===== src/rtl/prog_loader_if.sv =====
// Byte-stream and RAM-write signal bundle for the program loader.
// master = byte source / RAM side, slave = the loader itself.
interface prog_loader_if #(
  parameter int ADDR_W = 4
);
  logic [7:0]        in_data;
  logic              in_valid;
  logic              in_ready;
  logic              mem_we;
  logic [ADDR_W-1:0] mem_addr;
  logic [7:0]        mem_wdata;

  modport master (
    output in_data, in_valid,
    input  in_ready, mem_we, mem_addr, mem_wdata
  );

  modport slave (
    input  in_data, in_valid,
    output in_ready, mem_we, mem_addr, mem_wdata
  );
endinterface


===== src/rtl/prog_loader.sv =====
// Framed byte-stream loader for the CPU program RAM: START, LEN, data, CSUM.
// Holds the CPU in clear until a frame passes its checksum.
module prog_loader #(
  parameter logic [7:0] START_BYTE = 8'hA5,
  parameter int         MEM_WORDS  = 16
) (
  input  logic         clk,
  input  logic         clr,
  prog_loader_if.slave bus,
  output logic         cpu_clr,
  output logic         load_done,
  output logic         load_err
);
  localparam int ADDR_W = $clog2(MEM_WORDS);
  // One extra bit lets cnt/len hold MEM_WORDS itself without aliasing to 0.
  localparam int CNT_W  = ADDR_W + 1;
  localparam logic [7:0] MAX_LEN = 8'(MEM_WORDS);

  typedef enum logic [2:0] {IDLE, LEN, DATA, CSUM, RUN} state_t;

  state_t           state;
  logic [CNT_W-1:0] cnt;
  logic [CNT_W-1:0] len;
  logic [7:0]       sum;
  logic             accept;

  assign accept = bus.in_valid && bus.in_ready;

  // NOTE: all state and outputs are registered with non-blocking assignments,
  // and the reset is synchronous, so clr simply wins over any accepted byte.
  always_ff @(posedge clk) begin
    if (clr) begin
      state         <= IDLE;
      bus.in_ready  <= 1'b0;
      bus.mem_we    <= 1'b0;
      bus.mem_addr  <= '0;
      bus.mem_wdata <= '0;
      cpu_clr       <= 1'b1;
      load_done     <= 1'b0;
      load_err      <= 1'b0;
      cnt           <= '0;
      len           <= '0;
      sum           <= '0;
    end else begin
      bus.in_ready <= 1'b1;
      bus.mem_we   <= 1'b0;
      load_done    <= 1'b0;

      if (accept) begin
        case (state)
          IDLE, RUN: begin
            if (bus.in_data == START_BYTE) begin
              state    <= LEN;
              load_err <= 1'b0;
              cpu_clr  <= 1'b1;
              sum      <= '0;
              cnt      <= '0;
            end
          end

          LEN: begin
            if (bus.in_data != 8'd0 && bus.in_data <= MAX_LEN) begin
              len   <= bus.in_data[CNT_W-1:0];
              state <= DATA;
            end else begin
              load_err <= 1'b1;
              state    <= IDLE;
            end
          end

          DATA: begin
            bus.mem_we    <= 1'b1;
            bus.mem_addr  <= cnt[ADDR_W-1:0];
            bus.mem_wdata <= bus.in_data;
            sum           <= sum + bus.in_data;
            cnt           <= cnt + 1'b1;
            if (cnt + 1'b1 == len) state <= CSUM;
          end

          CSUM: begin
            if (bus.in_data == sum) begin
              state     <= RUN;
              load_done <= 1'b1;
              cpu_clr   <= 1'b0;
            end else begin
              load_err <= 1'b1;
              state    <= IDLE;
            end
          end

          default: state <= IDLE;
        endcase
      end
    end
  end
endmodule


===== src/flat_wrapper.sv =====
// flat-port wrapper written by rule: the top's interface ports become plain ports
module prog_loader_flat 
#(
  parameter logic [7:0] START_BYTE = 8'hA5,
  parameter int         MEM_WORDS  = 16
)
  (clk, clr, cpu_clr, load_done, load_err, bus_in_data, bus_in_valid, bus_in_ready, bus_mem_we, bus_mem_addr, bus_mem_wdata);
  prog_loader_if #(.ADDR_W(4)) bus_i ();
  input  logic clk;
  input  logic clr;
  output logic cpu_clr;
  output logic load_done;
  output logic load_err;
  input wire logic [$bits(bus_i.in_data)-1:0] bus_in_data;
  input wire logic [$bits(bus_i.in_valid)-1:0] bus_in_valid;
  output wire logic [$bits(bus_i.in_ready)-1:0] bus_in_ready;
  output wire logic [$bits(bus_i.mem_we)-1:0] bus_mem_we;
  output wire logic [$bits(bus_i.mem_addr)-1:0] bus_mem_addr;
  output wire logic [$bits(bus_i.mem_wdata)-1:0] bus_mem_wdata;
  assign bus_i.in_data = bus_in_data;
  assign bus_i.in_valid = bus_in_valid;
  assign bus_in_ready = bus_i.in_ready;
  assign bus_mem_we = bus_i.mem_we;
  assign bus_mem_addr = bus_i.mem_addr;
  assign bus_mem_wdata = bus_i.mem_wdata;
  prog_loader #(.START_BYTE(START_BYTE), .MEM_WORDS(MEM_WORDS)) u_core (.clk(clk), .clr(clr), .bus(bus_i), .cpu_clr(cpu_clr), .load_done(load_done), .load_err(load_err));
endmodule

===== config.mk =====
export PLATFORM = sky130hd
export DESIGN_NAME = prog_loader_flat
export DESIGN_NICKNAME = d
export VERILOG_FILES = /design/src/rtl/prog_loader_if.sv /design/src/rtl/prog_loader.sv /design/src/flat_wrapper.sv
export SDC_FILE = /design/constraint.sdc
export NUM_CORES = 1
export LEC_CHECK = 0
export ABC_AREA = 1
export BUFFER_PORTS_ARGS = -buffer_cell sky130_fd_sc_hd__buf_4
export CORE_MARGIN = 5
export CORE_UTILIZATION = 49
export CTS_CLUSTER_SIZE = 20
export DETAILED_ROUTE_END_ITERATION = 10
export PLACE_DENSITY_LB_ADDON = 0.05
export SETUP_SLACK_MARGIN = 0.02
export SYNTH_ARGS = -nofsm -noshare
export SYNTH_HDL_FRONTEND = slang
export SYNTH_SLANG_ARGS = --single-unit

===== constraint.sdc =====
create_clock -name clk -period 1.6 [get_ports clk]
set_input_delay 0.48 -clock clk [delete_from_list [all_inputs] [get_ports clk]]
set_output_delay 0.48 -clock clk [all_outputs]
set_load 0.05 [all_outputs]

Word-level counts from Yosys, hierarchy flattened:

Cells that the tools add are included.

* word-level logic and storage cells: 63
* bits of input ports: 11
* output and inout port bits: 17
* register bits: 38

* multiplexer cells: 19
* equal/unequal tests: 12
* add/subtract/negate cells: 2
* magnitude comparators: 1
* bitwise gates (word level): 2
* reductions and logical operators: 16

Operators with widths (count)
* $pmux W8 S2: 1
* $pmux W3 S4: 1
* $pmux W5 S2: 1
* $mux W3: 3
* $reduce_and A3 Y1: 3
* $add A8 B8 Y8: 1
* $eq A8 B8 Y1: 1
* $eq A8 B8 Y1 const B: 1
* $le A8 B5 Y1 const B: 1
* $mux W1: 8
* $mux W8: 1
* $reduce_bool A8 Y1: 1
* $eq A3 B2 Y1 const B: 2
* $ne A2 B1 Y1 const B: 3
* $add A5 B1 Y5 const B: 1
* $eq A5 B5 Y1: 1
* $mux W5: 1
* $reduce_and A5 Y1: 1
* $ne A2 B2 Y1 const B: 2
* $reduce_and A4 Y1: 1
* $reduce_bool A2 Y1: 2
* $reduce_or A2 Y1: 2
* $eq A3 B1 Y1 const B: 1
* $eq A3 B3 Y1 const B: 1
* 9 further kinds: 11

Logic depth before layout (Yosys ltp):

* depth in word-level cells: 4
* mapped depth: 13
* mapped depth without buffers: 13

Worst setup path before layout:

OpenSTA, ideal clock, no wires.

* path kind: input port to flip-flop
* start point: input bus_in_data[0]
* end point: register u_core.sum[6]
* data required time: 1.530 ns
* slack: -0.128 ns
* data arrival time: 1.658 ns
* stages on the path: 11
* library setup time: 0.070 ns
* buffers on the path: 0
* path through: ha_1 -> fa_1 -> nand3_1 -> nand2_1 -> nand2_1 -> nand2_1 -> nand2_1 -> nand2_1 -> nand2_1 -> nand3_1 -> a21oi_1

* longest elaborated chain between the ends: 3
* elaborated cells between the ends (all ways): 5

RTL lines
* start: declaration: RTL line flat_wrapper.sv:14 `input wire logic [$bits(bus_i.in_data)-1:0] bus_in_data;`
* branches (longest 3 deep; another with $add A8 B8 Y8)
* end signal: assignment: RTL line prog_loader.sv:75 `sum <= sum + bus.in_data;`
* end: declaration: RTL line prog_loader.sv:24 `logic [7:0] sum;`

Parallel ways; which one is timed is not known.
A chain may end at the register's enable or synchronous reset.

Worst setup path after layout:

* start point: register u_core.cnt[1]
* end point: register u_core.state[1]

* longest elaborated chain between the ends: 4

RTL lines
* start: declaration: RTL line prog_loader.sv:22 `logic [CNT_W-1:0] cnt;`
* start signal: assignment: RTL line prog_loader.sv:76 `cnt <= cnt + 1'b1;`
* $add A5 B1 Y5: RTL line prog_loader.sv:77 `if (cnt + 1'b1 == len) state <= CSUM;`
* $eq A5 B5 Y1: RTL line prog_loader.sv:77
* $ne A2 B1 Y1 (no line)
* $reduce_and A3 Y1 (no line)
* end signal: assignment: RTL line prog_loader.sv:77
* end signal: assignment: RTL line prog_loader.sv:82 `state <= RUN;`
* end signal: assignment: RTL line prog_loader.sv:87 `state <= IDLE;`
* end: declaration: RTL line prog_loader.sv:21 `state_t state;`

No other way between the ends.

==> flow_metrics.env <==
export IMPL_synth_edf_count=0
export IMPL_syn_area_sq_mm=0.00192
export IMPL_wl_met2_um=2410
export IMPL_final_antenna_net_count=0
export IMPL_p_total_mw=1.91
export IMPL_route_met3_wl_um=152
export IMPL_async_reset_ff_share_pct=0
export IMPL_drive_above_1_share_pct=34.3
export IMPL_worst_slew_margin_rel_pct=82.3
export IMPL_switchingPower_mw=0.418
export IMPL_io_buffers=27
export IMPL_path_clk_slew_ns=0.07
export IMPL_overflow=0
export IMPL_tightest_slew_ns=0.265
export IMPL_fill_cells=315
export IMPL_drc_errors=0
export IMPL_cp_end_kind="register"
export IMPL_grt_pass1_vias=1844
export IMPL_power_frac_seq_pct=49.7
export IMPL_core_sq_mm=0.00372
export IMPL_nNetsFinal=354
export IMPL_dr_first_iter_drc_count=62
export IMPL_routed_wl_um=4860
export IMPL_status="complete, no violations"
export IMPL_via_per_inst=5.03
export IMPL_crit_arrival_ns=1.74
export IMPL_vias=1928
export IMPL_clkPwrFrac_pct=41.6
export IMPL_synth_cell_types=29
export IMPL_htreeDepth=2
export IMPL_synth_top_cell_by_area="dfxtp_1"
export IMPL_start_util_pct=51.5
export IMPL_worstPathMaxFanout=4
export IMPL_area_growth_synth_to_final_pct=40.6
export IMPL_grt_pass1_wl_um=7980
export IMPL_multi_input_area_sq_mm=0.00112
export IMPL_ys_warnings_count=0
export IMPL_peakVddDrop_mv=0.413
export IMPL_synth_top_area_share_pct=39.7
export IMPL_cts_tree="built"
export IMPL_place_congestion=0.879
export IMPL_worst_hold_path_type="input pin to register"
export IMPL_holdWs_ns=0.398
export IMPL_max_clock_freq_mhz=643
export IMPL_final_hold_violation_count=0
export IMPL_setup_tns_ns=0
export IMPL_crit_type="register to register"
export IMPL_dp_cells=373
export IMPL_m1WireLength_um=2170
export IMPL_wl_per_cell_um=12.7
export IMPL_gr_usage_all_layers_pct=19.4
export IMPL_final_cells=383
export IMPL_die_height_um=72.5
export IMPL_critPathRequiredTime_ns=1.79
export IMPL_combPwrFrac_pct=8.7
export IMPL_design_area_sq_mm=0.00269
export IMPL_die_width_um=72.5
export IMPL_fin_crit_ns=1.55
export IMPL_dpl_cell_area_sq_mm=0.00251
export IMPL_cts_max_path_buffers=2
export IMPL_report_final_slew_viol_count=0
export IMPL_p_int_mw=1.49
export IMPL_antenna_found_initial=0
export IMPL_syn_nets=285
export IMPL_maxCapViolCount=0
export IMPL_cts_buffers=5
export IMPL_netlist_instances=265
export IMPL_ys_flop_type="dfxtp_1"
export IMPL_ctsRootBufferMaster="clkbuf_8"
export IMPL_final_setup_skew_ns=0.00796
export IMPL_switching_share_pct=21.9
export IMPL_critPathLaunchType="register"
export IMPL_finalSetupViolCount=0
export IMPL_p_per_area_mw_per_mm2=708
export IMPL_clock_latency_ns=0.29
export IMPL_rows=22
export IMPL_p_leak_nw=1.22
export IMPL_clkSinkCount=38
export IMPL_yosysMostFrequentCell="nand2_1"
export IMPL_route_top_layer_used="met4"
export IMPL_finalCritPeriodShare_pct=97.2
export IMPL_seq_area_frac_synth_pct=39.7
export IMPL_rsz0062_at_grt="true"
export IMPL_drt_pass1_iterations=4
export IMPL_grt_max_degree=24
export IMPL_synth_common_cells="nand2_1 (51), dfxtp_1 (38), a21oi_1 (27), nand3_1 (27), nor2_1 (27)"
export IMPL_dieArea_sq_mm=0.00526
export IMPL_dp_hpwl_um=3690
export IMPL_io_pin_count=28
export IMPL_syn_area_per_cell_sq_um=7.23
export IMPL_netlist_top_cells_area="dfxtp_1 (40%), nand2_1 (10%), a21oi_1 (7.1%)"
export IMPL_n_antenna_cell=0
export IMPL_synth_seq_cells=38
export IMPL_ff_latch_area_sq_um=769
[registers in the layout, summed over array words and instances, names as in the netlist]
signal and cells:
u_core.bus.mem_wdata 8, u_core.sum 8, u_core.cnt 5, u_core.len 5, u_core.bus.mem_addr 4, u_core.state 3, u_core.bus.in_ready 1, u_core.bus.mem_we 1
u_core.cpu_clr 1, u_core.load_done 1, u_core.load_err 1
[power groups by stage]
stage / clock, mW / sequential (mW) / combinational (mW)
final: 0.793 / 0.949 / 0.167
after global routing: 0.845 / 0.948 / 0.180
after CTS: 0.814 / 0.949 / 0.161
after detailed placement: 0 / 0.971 / 0.160
after global placement: 0 / 0.971 / 0.159
after floorplan: 0 / 0.977 / 0.0630
[worst max-delay path, stage by stage, from the launching register on]
cell and delay [ns]:
dfxtp_2 0.34, ha_4 0.27, inv_2 0.03, nand2_1 0.04, nand2_1 0.05, nor2_1 0.08
nand3_1 0.08, nor2_1 0.08, nand3_1 0.11, nand2_1 0.12, nand2_2 0.08, nor2_1 0.12
nor2_1 0.05
[layout make-up]
cell class	count	area share (%)
clock inverter	1	1.11
clock buffer	7	2.83
inverter	31	4.41
tap	48	2.23
sequential	38	28.6
timing repair buffer	69	19.2
multi-input combinational	189	41.6
[layer usage]
layer | global-route usage (%) | up-vias
met2 | 33.5 | 32
met5 | 0 | -
li1 | - | 1017
met4 | 9.43 | 0
met3 | 4.85 | 15
met1 | 22.1 | 864
[metrics by stage]
step	utilization, %	setup WS, ns
finish	72.5	0.0451
global route	72.5	-0.0671
detailed placement	67.6	-0.248
floorplan	-	-0.0728
global placement	67.6	-0.235
CTS	70.5	0.0436
[path summary, 6_finish.rpt]
check             startpoint           endpoint  slack (ns)  cells past startpoint
min                      clr  u_core.bus.mem_we        0.40                      2
max            u_core.cnt[1]    u_core.state[1]        0.05                     12
max reg2reg    u_core.cnt[1]    u_core.state[1]        0.05                     12
min reg2reg  u_core.load_err    u_core.load_err        0.45                      2
[cells in the final DEF (no fill, tap or decap), drive strengths merged]
cell type	instances
a21oi	28
buf	69
bufinv	1
clkbuf	7
dfxtp	38
fa	1
ha	8
inv	31
nand2	53
nand3	27
nand3b	2
nand4	4
nor2	30
nor3	3
nor4	2
o21a	1
o21ai	29
xor2	1
[cells by family after synthesis]
| group | Yosys count | synth area share (%) |
|---|---|---|
| and+or+nand+nor | 121 | 29.8 |
| buffers and inverters | 38 | 8.23 |
| xor gates and xnor gates | 1 | 0.457 |
| DFF | 38 | 39.7 |
| AOI/OAI and AO/OA | 58 | 15.5 |
| adders and majority gates | 9 | 6.27 |
[repair_timing]
action,in CTS,in global routing
endpoints found under the hold margin,0,0
pin swaps,0,8
buffers inserted,0,2
hold buffers,0,0
gates resized for setup,1,19
setup endpoints to repair,1,12
Note: power is estimated with default switching activity, not from simulation.
